==> config.mk <==
export PLATFORM = sky130hd
export DESIGN_NAME = neureka_accumulator_ctrl_flat
export DESIGN_NICKNAME = d
export VERILOG_FILES = /design/src/rtl/neureka_accumulator_ctrl.sv /design/src/rtl/neureka_acc_ctrl_if.sv /design/src/flat_wrapper.sv
export SDC_FILE = /design/constraint.sdc
export NUM_CORES = 1
export LEC_CHECK = 0
export CORE_AREA = 4 4 117 119
export CTS_BUF_LIST = sky130_fd_sc_hd__clkbuf_16
export CTS_CLUSTER_SIZE = 10
export DETAILED_ROUTE_END_ITERATION = 8
export DIE_AREA = 0 0 121 123
export HOLD_SLACK_MARGIN = 0.1
export PLACE_DENSITY_LB_ADDON = 0.05
export SKIP_LAST_GASP = 1
export SYNTH_ARGS = -nofsm -noshare
export SYNTH_HDL_FRONTEND = slang
export SYNTH_SLANG_ARGS = --single-unit
export TNS_END_PERCENT = 20
==> constraint.sdc <==
create_clock -name clk_i -period 2.25 [get_ports clk_i]
set_input_delay 0.3375 -clock clk_i [delete_from_list [all_inputs] [get_ports clk_i]]
set_output_delay 0.3375 -clock clk_i [all_outputs]
set_load 0.02 [all_outputs]
==> src/rtl/neureka_accumulator_ctrl.sv <==
// Accumulator sequencer: K partial-sum beats per tile, T tiles per job, then drain.
// Optional stall counter enabled by defining NEUREKA_ACC_CTRL_PERF_EN.
package neureka_package;
  parameter int unsigned NEUREKA_TP_OUT = 32;
endpackage

module neureka_accumulator_ctrl #(
  parameter int unsigned NADD   = neureka_package::NEUREKA_TP_OUT,
  parameter int unsigned ITER_W = 16,
  parameter int unsigned TILE_W = 16
) (
  input  logic              clk_i,
  input  logic              rst_ni,
  input  logic              test_mode_i,
  input  logic              clear_i,
  input  logic              start_i,
  input  logic [ITER_W-1:0] nb_kin_iter_i,
  input  logic [TILE_W-1:0] nb_tiles_i,
  input  logic [NADD-1:0]   lane_mask_i,
  neureka_acc_ctrl_if.master acc_if,
  output logic              busy_o,
  output logic              done_o,
  output logic [ITER_W-1:0] iter_cnt_o,
  output logic [TILE_W-1:0] tile_cnt_o,
  output logic [31:0]       stall_cnt_o,
  output logic [1:0]        state_o
);

  typedef enum logic [1:0] {IDLE, ACCUM, DRAIN, DONE} state_e;

  state_e            state_q, state_d;
  logic [ITER_W-1:0] iter_q, iter_d, kin_q, kin_d;
  logic [TILE_W-1:0] tile_q, tile_d, tiles_q, tiles_d;
  logic [NADD-1:0]   mask_q, mask_d;

  logic            psum_ready, out_valid, acc_we, busy, done, start_acc;
  logic [NADD-1:0] bypass, enable;

  logic unused_test_mode;
  assign unused_test_mode = test_mode_i;

  always_comb begin
    state_d    = state_q;
    iter_d     = iter_q;
    tile_d     = tile_q;
    kin_d      = kin_q;
    tiles_d    = tiles_q;
    mask_d     = mask_q;
    psum_ready = 1'b0;
    out_valid  = 1'b0;
    acc_we     = 1'b0;
    bypass     = '0;
    enable     = '0;
    busy       = 1'b0;
    done       = 1'b0;
    start_acc  = 1'b0;
    case (state_q)
      IDLE: begin
        if (start_i) begin
          kin_d     = nb_kin_iter_i;
          tiles_d   = nb_tiles_i;
          mask_d    = lane_mask_i;
          iter_d    = '0;
          tile_d    = '0;
          start_acc = 1'b1;
          state_d   = ACCUM;
        end
      end
      ACCUM: begin
        psum_ready = 1'b1;
        busy       = 1'b1;
        if (acc_if.psum_valid) begin
          acc_we = 1'b1;
          // First beat of a tile overwrites the accumulator; later beats add.
          if (iter_q == '0) bypass = mask_q;
          else              enable = mask_q;
          if (iter_q == kin_q) begin
            iter_d  = '0;
            state_d = DRAIN;
          end else begin
            iter_d = iter_q + ITER_W'(1);
          end
        end
      end
      DRAIN: begin
        out_valid = 1'b1;
        busy      = 1'b1;
        if (acc_if.out_ready) begin
          if (tile_q == tiles_q) begin
            state_d = DONE;
          end else begin
            tile_d  = tile_q + TILE_W'(1);
            state_d = ACCUM;
          end
        end
      end
      DONE: begin
        busy    = 1'b1;
        done    = 1'b1;
        state_d = IDLE;
      end
      default: state_d = IDLE;
    endcase
    // Clear wins over start and any handshake in the same cycle.
    if (clear_i) begin
      state_d = IDLE;
      iter_d  = '0;
      tile_d  = '0;
      kin_d   = '0;
      tiles_d = '0;
      mask_d  = '0;
    end
  end

  always_ff @(posedge clk_i or negedge rst_ni) begin
    if (!rst_ni) begin
      state_q <= IDLE;
      iter_q  <= '0;
      tile_q  <= '0;
      kin_q   <= '0;
      tiles_q <= '0;
      mask_q  <= '0;
    end else begin
      state_q <= state_d;
      iter_q  <= iter_d;
      tile_q  <= tile_d;
      kin_q   <= kin_d;
      tiles_q <= tiles_d;
      mask_q  <= mask_d;
    end
  end

`ifdef NEUREKA_ACC_CTRL_PERF_EN
  logic [31:0] stall_q, stall_d;

  always_comb begin
    stall_d = stall_q;
    if (start_acc) begin
      stall_d = '0;
    end else if (((state_q == ACCUM) && !acc_if.psum_valid) ||
                 ((state_q == DRAIN) && !acc_if.out_ready)) begin
      if (stall_q != 32'hFFFF_FFFF) stall_d = stall_q + 32'd1;
    end
    if (clear_i) stall_d = '0;
  end

  always_ff @(posedge clk_i or negedge rst_ni) begin
    if (!rst_ni) stall_q <= '0;
    else         stall_q <= stall_d;
  end

  assign stall_cnt_o = stall_q;
`else
  logic unused_start_acc;
  assign unused_start_acc = start_acc;
  assign stall_cnt_o      = '0;
`endif

  assign acc_if.psum_ready = psum_ready;
  assign acc_if.out_valid  = out_valid;
  assign acc_if.acc_we     = acc_we;
  assign acc_if.bypass     = bypass;
  assign acc_if.enable     = enable;
  assign busy_o            = busy;
  assign done_o            = done;
  assign iter_cnt_o        = iter_q;
  assign tile_cnt_o        = tile_q;
  assign state_o           = state_q;

endmodule

==> src/rtl/neureka_acc_ctrl_if.sv <==
// Handshake and adder-strobe bundle between the accumulator sequencer and its
// neighbours. master = sequencer side, slave = producer/consumer/datapath side.
interface neureka_acc_ctrl_if #(
  parameter int unsigned NADD = 4
);
  // valid/ready: a transfer happens in any cycle where both are high at the
  // rising clock edge; valid, once raised by the sender, is never withdrawn
  // by this block before the matching ready.
  logic            psum_valid;
  logic            psum_ready;
  logic [NADD-1:0] bypass;
  logic [NADD-1:0] enable;
  logic            acc_we;
  logic            out_valid;
  logic            out_ready;

  modport master (
    input  psum_valid, out_ready,
    output psum_ready, bypass, enable, acc_we, out_valid
  );

  modport slave (
    output psum_valid, out_ready,
    input  psum_ready, bypass, enable, acc_we, out_valid
  );
endinterface

==> src/flat_wrapper.sv <==
// flat-port wrapper written by rule: the top's interface ports become plain ports
module neureka_accumulator_ctrl_flat 
#(
  parameter int unsigned NADD   = neureka_package::NEUREKA_TP_OUT,
  parameter int unsigned ITER_W = 16,
  parameter int unsigned TILE_W = 16
)
  (clk_i, rst_ni, test_mode_i, clear_i, start_i, nb_kin_iter_i, nb_tiles_i, lane_mask_i, busy_o, done_o, iter_cnt_o, tile_cnt_o, stall_cnt_o, state_o, acc_if_psum_valid, acc_if_out_ready, acc_if_psum_ready, acc_if_bypass, acc_if_enable, acc_if_acc_we, acc_if_out_valid);
  neureka_acc_ctrl_if #(.NADD(NADD)) acc_if_i ();
  input  logic clk_i;
  input  logic rst_ni;
  input  logic test_mode_i;
  input  logic clear_i;
  input  logic start_i;
  input  logic [ITER_W-1:0] nb_kin_iter_i;
  input  logic [TILE_W-1:0] nb_tiles_i;
  input  logic [NADD-1:0] lane_mask_i;
  output logic busy_o;
  output logic done_o;
  output logic [ITER_W-1:0] iter_cnt_o;
  output logic [TILE_W-1:0] tile_cnt_o;
  output logic [31:0] stall_cnt_o;
  output logic [1:0] state_o;
  input wire logic [$bits(acc_if_i.psum_valid)-1:0] acc_if_psum_valid;
  input wire logic [$bits(acc_if_i.out_ready)-1:0] acc_if_out_ready;
  output wire logic [$bits(acc_if_i.psum_ready)-1:0] acc_if_psum_ready;
  output wire logic [$bits(acc_if_i.bypass)-1:0] acc_if_bypass;
  output wire logic [$bits(acc_if_i.enable)-1:0] acc_if_enable;
  output wire logic [$bits(acc_if_i.acc_we)-1:0] acc_if_acc_we;
  output wire logic [$bits(acc_if_i.out_valid)-1:0] acc_if_out_valid;
  assign acc_if_i.psum_valid = acc_if_psum_valid;
  assign acc_if_i.out_ready = acc_if_out_ready;
  assign acc_if_psum_ready = acc_if_i.psum_ready;
  assign acc_if_bypass = acc_if_i.bypass;
  assign acc_if_enable = acc_if_i.enable;
  assign acc_if_acc_we = acc_if_i.acc_we;
  assign acc_if_out_valid = acc_if_i.out_valid;
  neureka_accumulator_ctrl #(.NADD(NADD), .ITER_W(ITER_W), .TILE_W(TILE_W)) u_core (.clk_i(clk_i), .rst_ni(rst_ni), .test_mode_i(test_mode_i), .clear_i(clear_i), .start_i(start_i), .nb_kin_iter_i(nb_kin_iter_i), .nb_tiles_i(nb_tiles_i), .lane_mask_i(lane_mask_i), .acc_if(acc_if_i), .busy_o(busy_o), .done_o(done_o), .iter_cnt_o(iter_cnt_o), .tile_cnt_o(tile_cnt_o), .stall_cnt_o(stall_cnt_o), .state_o(state_o));
endmodule
Yosys cells after proc, flatten, opt, wreduce, memory -nomap -nowiden --
Index checks and enable logic that the tools add are counted.
Operators by class: add/sub/neg operators 2, equal/unequal tests 10, muxes and demuxes 37, reductions and logical operators 11
Operators with widths (count):
- 32-bit two-way mux | 9
- 16-bit two-way mux | 13
- 16-bit case mux with 2 select lines | 2
- 16-bit by 1-bit adder with 16-bit output (second input constant) | 2
- 16-bit == test | 2
- 16-bit logical NOT | 1
- 2-bit two-way mux | 6
- 3-bit != test (second input constant) | 4
- 2-bit case mux with 4 select lines | 1
- 4-bit AND reduction | 2
- 1-bit two-way mux | 6
- 3-bit nonzero test | 2
- 2-bit == test (second input constant) | 2
- 2-bit nonzero test | 2
- 3-bit by 2-bit != test with 1-bit output (second input constant) | 1
- 3-bit AND reduction | 1
- 3-bit OR reduction | 1
- 2-bit by 1-bit == test with 1-bit output (second input constant) | 1
- 2-bit logical NOT | 1
- 2-bit AND reduction | 1
Word-level totals: bits in registers 98, output and inout bits 135, logic and storage cells 66

Logic depth before layout (Yosys ltp) --
depth in word-level cells 5, depth in mapped cells 8

Worst setup path after synthesis --
No wires, ideal clock.
kind register to output, from register u_core.state_q[1] (netlist: u_core.state_o[1]), to output port acc_if_enable[22], arrival time 2.014 ns, required time 1.913 ns, path slack -0.102 ns, cell stages (with the launch flop) 7, cells stage by stage dfrtp_1 > buf_2 > nor2b_1 > nand2_1 > inv_1 > clkbuf_1 > and3_1
Between the ends: cells in the longest elaborated chain, start to end 2
RTL lines:
- start: declaration | RTL line neureka_accumulator_ctrl.sv:31 | state_e state_q, state_d;
- start signal: assignment | RTL line neureka_accumulator_ctrl.sv:124 | state_q <= state_d;
- 2-bit by 1-bit == test with 1-bit output | RTL line neureka_accumulator_ctrl.sv:57 | case (state_q)
- 32-bit two-way mux | RTL line neureka_accumulator_ctrl.sv:57
- end: declaration | RTL line flat_wrapper.sv:28 | output wire logic [$bits(acc_if_i.enable)-1:0] acc_if_enable;
Every way passes these cells.

Worst setup path after layout --
from register u_core.iter_q[0] (netlist: u_core.iter_cnt_o[0]), to output port acc_if_bypass[24]
Between the ends: cells in the longest elaborated chain, start to end 4
RTL lines:
- start: declaration | RTL line neureka_accumulator_ctrl.sv:32 | logic [ITER_W-1:0] iter_q, iter_d, kin_q, kin_d;
- start signal: assignment | RTL line neureka_accumulator_ctrl.sv:125 | iter_q <= iter_d;
- 16-bit logical NOT | RTL line neureka_accumulator_ctrl.sv:75 | if (iter_q == '0) bypass = mask_q;
- 32-bit two-way mux | RTL line neureka_accumulator_ctrl.sv:75
- 32-bit two-way mux | RTL line neureka_accumulator_ctrl.sv:72 | if (acc_if.psum_valid) begin
- 32-bit two-way mux | RTL line neureka_accumulator_ctrl.sv:57
- end: declaration | RTL line flat_wrapper.sv:27 | output wire logic [$bits(acc_if_i.bypass)-1:0] acc_if_bypass;
Every way passes these cells.

==> metrics <==
status=finished, violations left; failing checks=setup timing; vias per cell=5.08; PnR worst setup slack=-0.159 ns; Clock Sinks=98; Final Max Slew Viols=0; Post-Synthesis Cell Area=5610 um2; RSZ-0062 raised after global routing=yes; CTS clk-pin slew, worst paths=0.07 ns; antenna violations before repair=0; Clock Tree Buf Depth=2; clock latency on the worst-skew pair=0.33 ns; Hold Violations, Final=0; post-synthesis cell count=667; max-cap violation count=0; r2r setup slk=0.03 ns; Die Span Y=123 um; TritonCTS buffer count=9; routed wire length=17,100 um; crit share post-route=107%; r2r endpoint=u_core.iter_cnt_o[11]$_DFFE_PN0P_; TritonCTS clock tree=yes; Core Area=12,600 um2; Die Width=121 um; Final HPWL DP=12,500 um; #FFs+latches synth=98; cell taking the most area after synthesis=dfrtp_1; placed cells=1,026; hold depth=2; r2r startpoint=u_core.iter_cnt_o[11]$_DFFE_PN0P_; Startpoint Class=register; first-pass GRT wire length=26,800 um; crit-path cells=inv_1 > ha_1 > nor4b_4 > nand4_1 > buf_6 > nor2_4 > buf_6 > clkbuf_16 > and2_1 > buf_6; largest net degree at the start of global routing=51; num rows=41; syn avg cell area=8.41 um2; Commonest cells post-synth=nand2_1 (149), dfrtp_1 (98), a21oi_1 (84); Nets=945; sequential fraction of the synthesis area=43.7%; Critical Path Max Stage Delay=0.38 ns; final setup fails=65; vias in the first global route=5,332; die area=14,900 um2; R2R depth=7; GPL Wtd Cong=0.910; Routed Antenna Nets=0; WHS Endpoint=u_core.state_o[0]$_DFFE_PN0P_; DRC Markers=0; number of synthesized flops with an enable pin=0; GRT Residual Overflow=0; ys async rst share=100%; top_reg_cell synth=dfrtp_1; critical path required time=1.91 ns; Max IR drop VDD=0.000467 V; most frequent cell after synthesis=nand2_1; Yosys cell types=52; Root Buffer=clkbuf_16; total negative slack=-7.89 ns; CTS H-tree depth=3; drt pass-1 iters=5; highest clock rate=415 MHz; Crit path max-delay family=buffers and inverters; total I/O pin count=206; diode count=0; leakage power=3.69 nW; CP most frequent cell=buf_6; PwrDens=519 nW/um2; CP endpoint kind=primary output; critical path's slowest cell=dfrtp_1; top cells by area, synth=dfrtp_1 (44%), nand2_1 (10%), a21oi_1 (7.5%), xnor2_1 (4.8%), buf_4 (4.4%); Starting Density=44.6%; crit path buf inv count=5; Initial DRC Count=288; port buffer count=172; drt wl/cell=16.4 um; skew final=0.00451 ns; kind of critical path=reg2out; Max FO, Critical Path=8; share of the synthesized area in the top cell type=43.7%; Slew headroom=52.0%; critical path arrival=2.07 ns; via count=5,319; GRT Overall Usage=22.6%; fin crit period=2.41 ns; worst slew pin tran=0.718 ns; min-delay worst type=in2reg; Layout area overhead=45.4%; share of cells above drive strength 1=17.9%; filler-free cell count of the finished design=1,047; hold path start=clear_i; Ys Warns=0; fill count=1,098
stage by stage:
| step | hold slack, ns | setup WS (ns) | power [mW] | util, % | area, um2 |
|---|---|---|---|---|---|
| global route | 0.287 | -0.289 | 4.40 | 64.9 | 8150 |
| finish | 0.262 | -0.159 | 4.23 | 64.9 | 8150 |
| detailed placement | 0.236 | -0.352 | 2.72 | 61.5 | 7730 |
| floorplan | 0.0419 | 0.0649 | 2.39 | - | 5730 |
| CTS | 0.243 | -0.175 | 4.24 | 64.2 | 8060 |
| global placement | 0.233 | -0.232 | 2.70 | 61.5 | 7730 |
cell type report:
cell class	count	area [um2]	area share [%]
well taps	172	215	2.64
clock inverters	6	58.8	0.721
multi-input cells	517	2890	35.4
repair buffers	235	2280	27.9
clock buffers	9	225	2.76
inverters	10	37.5	0.460
flip-flops and latches	98	2450	30.1
cells in the final DEF (no fill, tap or decap), types with 22 or more instances in the layout:
master,count
clkdlybuf4s50_1,106
and3_1,38
dfrtp_1,98
nand2_1,148
nor2_1,26
conb_1,32
xnor2_1,31
a21oi_1,84
and2_1,22
buf_4,69
how the worst max path moves through the flow:
stage	from	endpoint	slack, ns	cells after the start
floorplan	u_core.state_o[0]$_DFFE_PN0P_	acc_if_enable[22]	0.06	5
global placement	u_core.iter_cnt_o[12]$_DFFE_PN0P_	acc_if_bypass[19]	-0.23	7
detailed placement	u_core.iter_cnt_o[0]$_DFFE_PN0P_	acc_if_bypass[16]	-0.35	8
CTS	u_core.iter_cnt_o[7]$_DFFE_PN0P_	acc_if_bypass[28]	-0.17	9
global route	u_core.iter_cnt_o[1]$_DFFE_PN0P_	acc_if_bypass[23]	-0.29	10
finish	u_core.iter_cnt_o[0]$_DFFE_PN0P_	acc_if_bypass[24]	-0.16	10
cell families after synthesis:
logic type / count (synthesis) / share of synthesized area, %
fa+ha+maj: 3 / 0.669
simple gates: 321 / 29.4
xor+xnor: 43 / 6.72
mux: 4 / 0.736
other cells: 1 / 0.0669
flops: 98 / 43.7
buf+inv: 83 / 7.99
compound gates: 114 / 10.7
flip-flops by register name, summed over array words and instances, names as in the netlist:
signal             cells
u_core.mask_q         32
u_core.kin_q          16
u_core.tiles_q        16
u_core.state_o         2
u_core.tile_cnt_o     16
u_core.iter_cnt_o     16
layer usage:
metal	routed length [um]	GRT usage [%]
met5	0	0
met4	216	6.09
met3	1460	5.49
met2	8110	35.6
met1	7340	31.3
report_power, final:
group / internal [mW] / switching [mW]
clock network: 0.849 / 0.656
logic: 0.357 / 0.461
registers: 1.84 / 0.0652
total: 3.05 / 1.18
repair_timing:
item                                    in CTS  in global routing
pin swaps                                    3                  2
hold buffers                                 1                  0
cloned                                       2                  1
hold endpoints to repair                    16                  0
gates resized for setup                    253                 27
endpoints found under the setup margin      65                 77
buffers inserted                             3                  0
No activity file was read; power rests on OpenSTA's default activity.
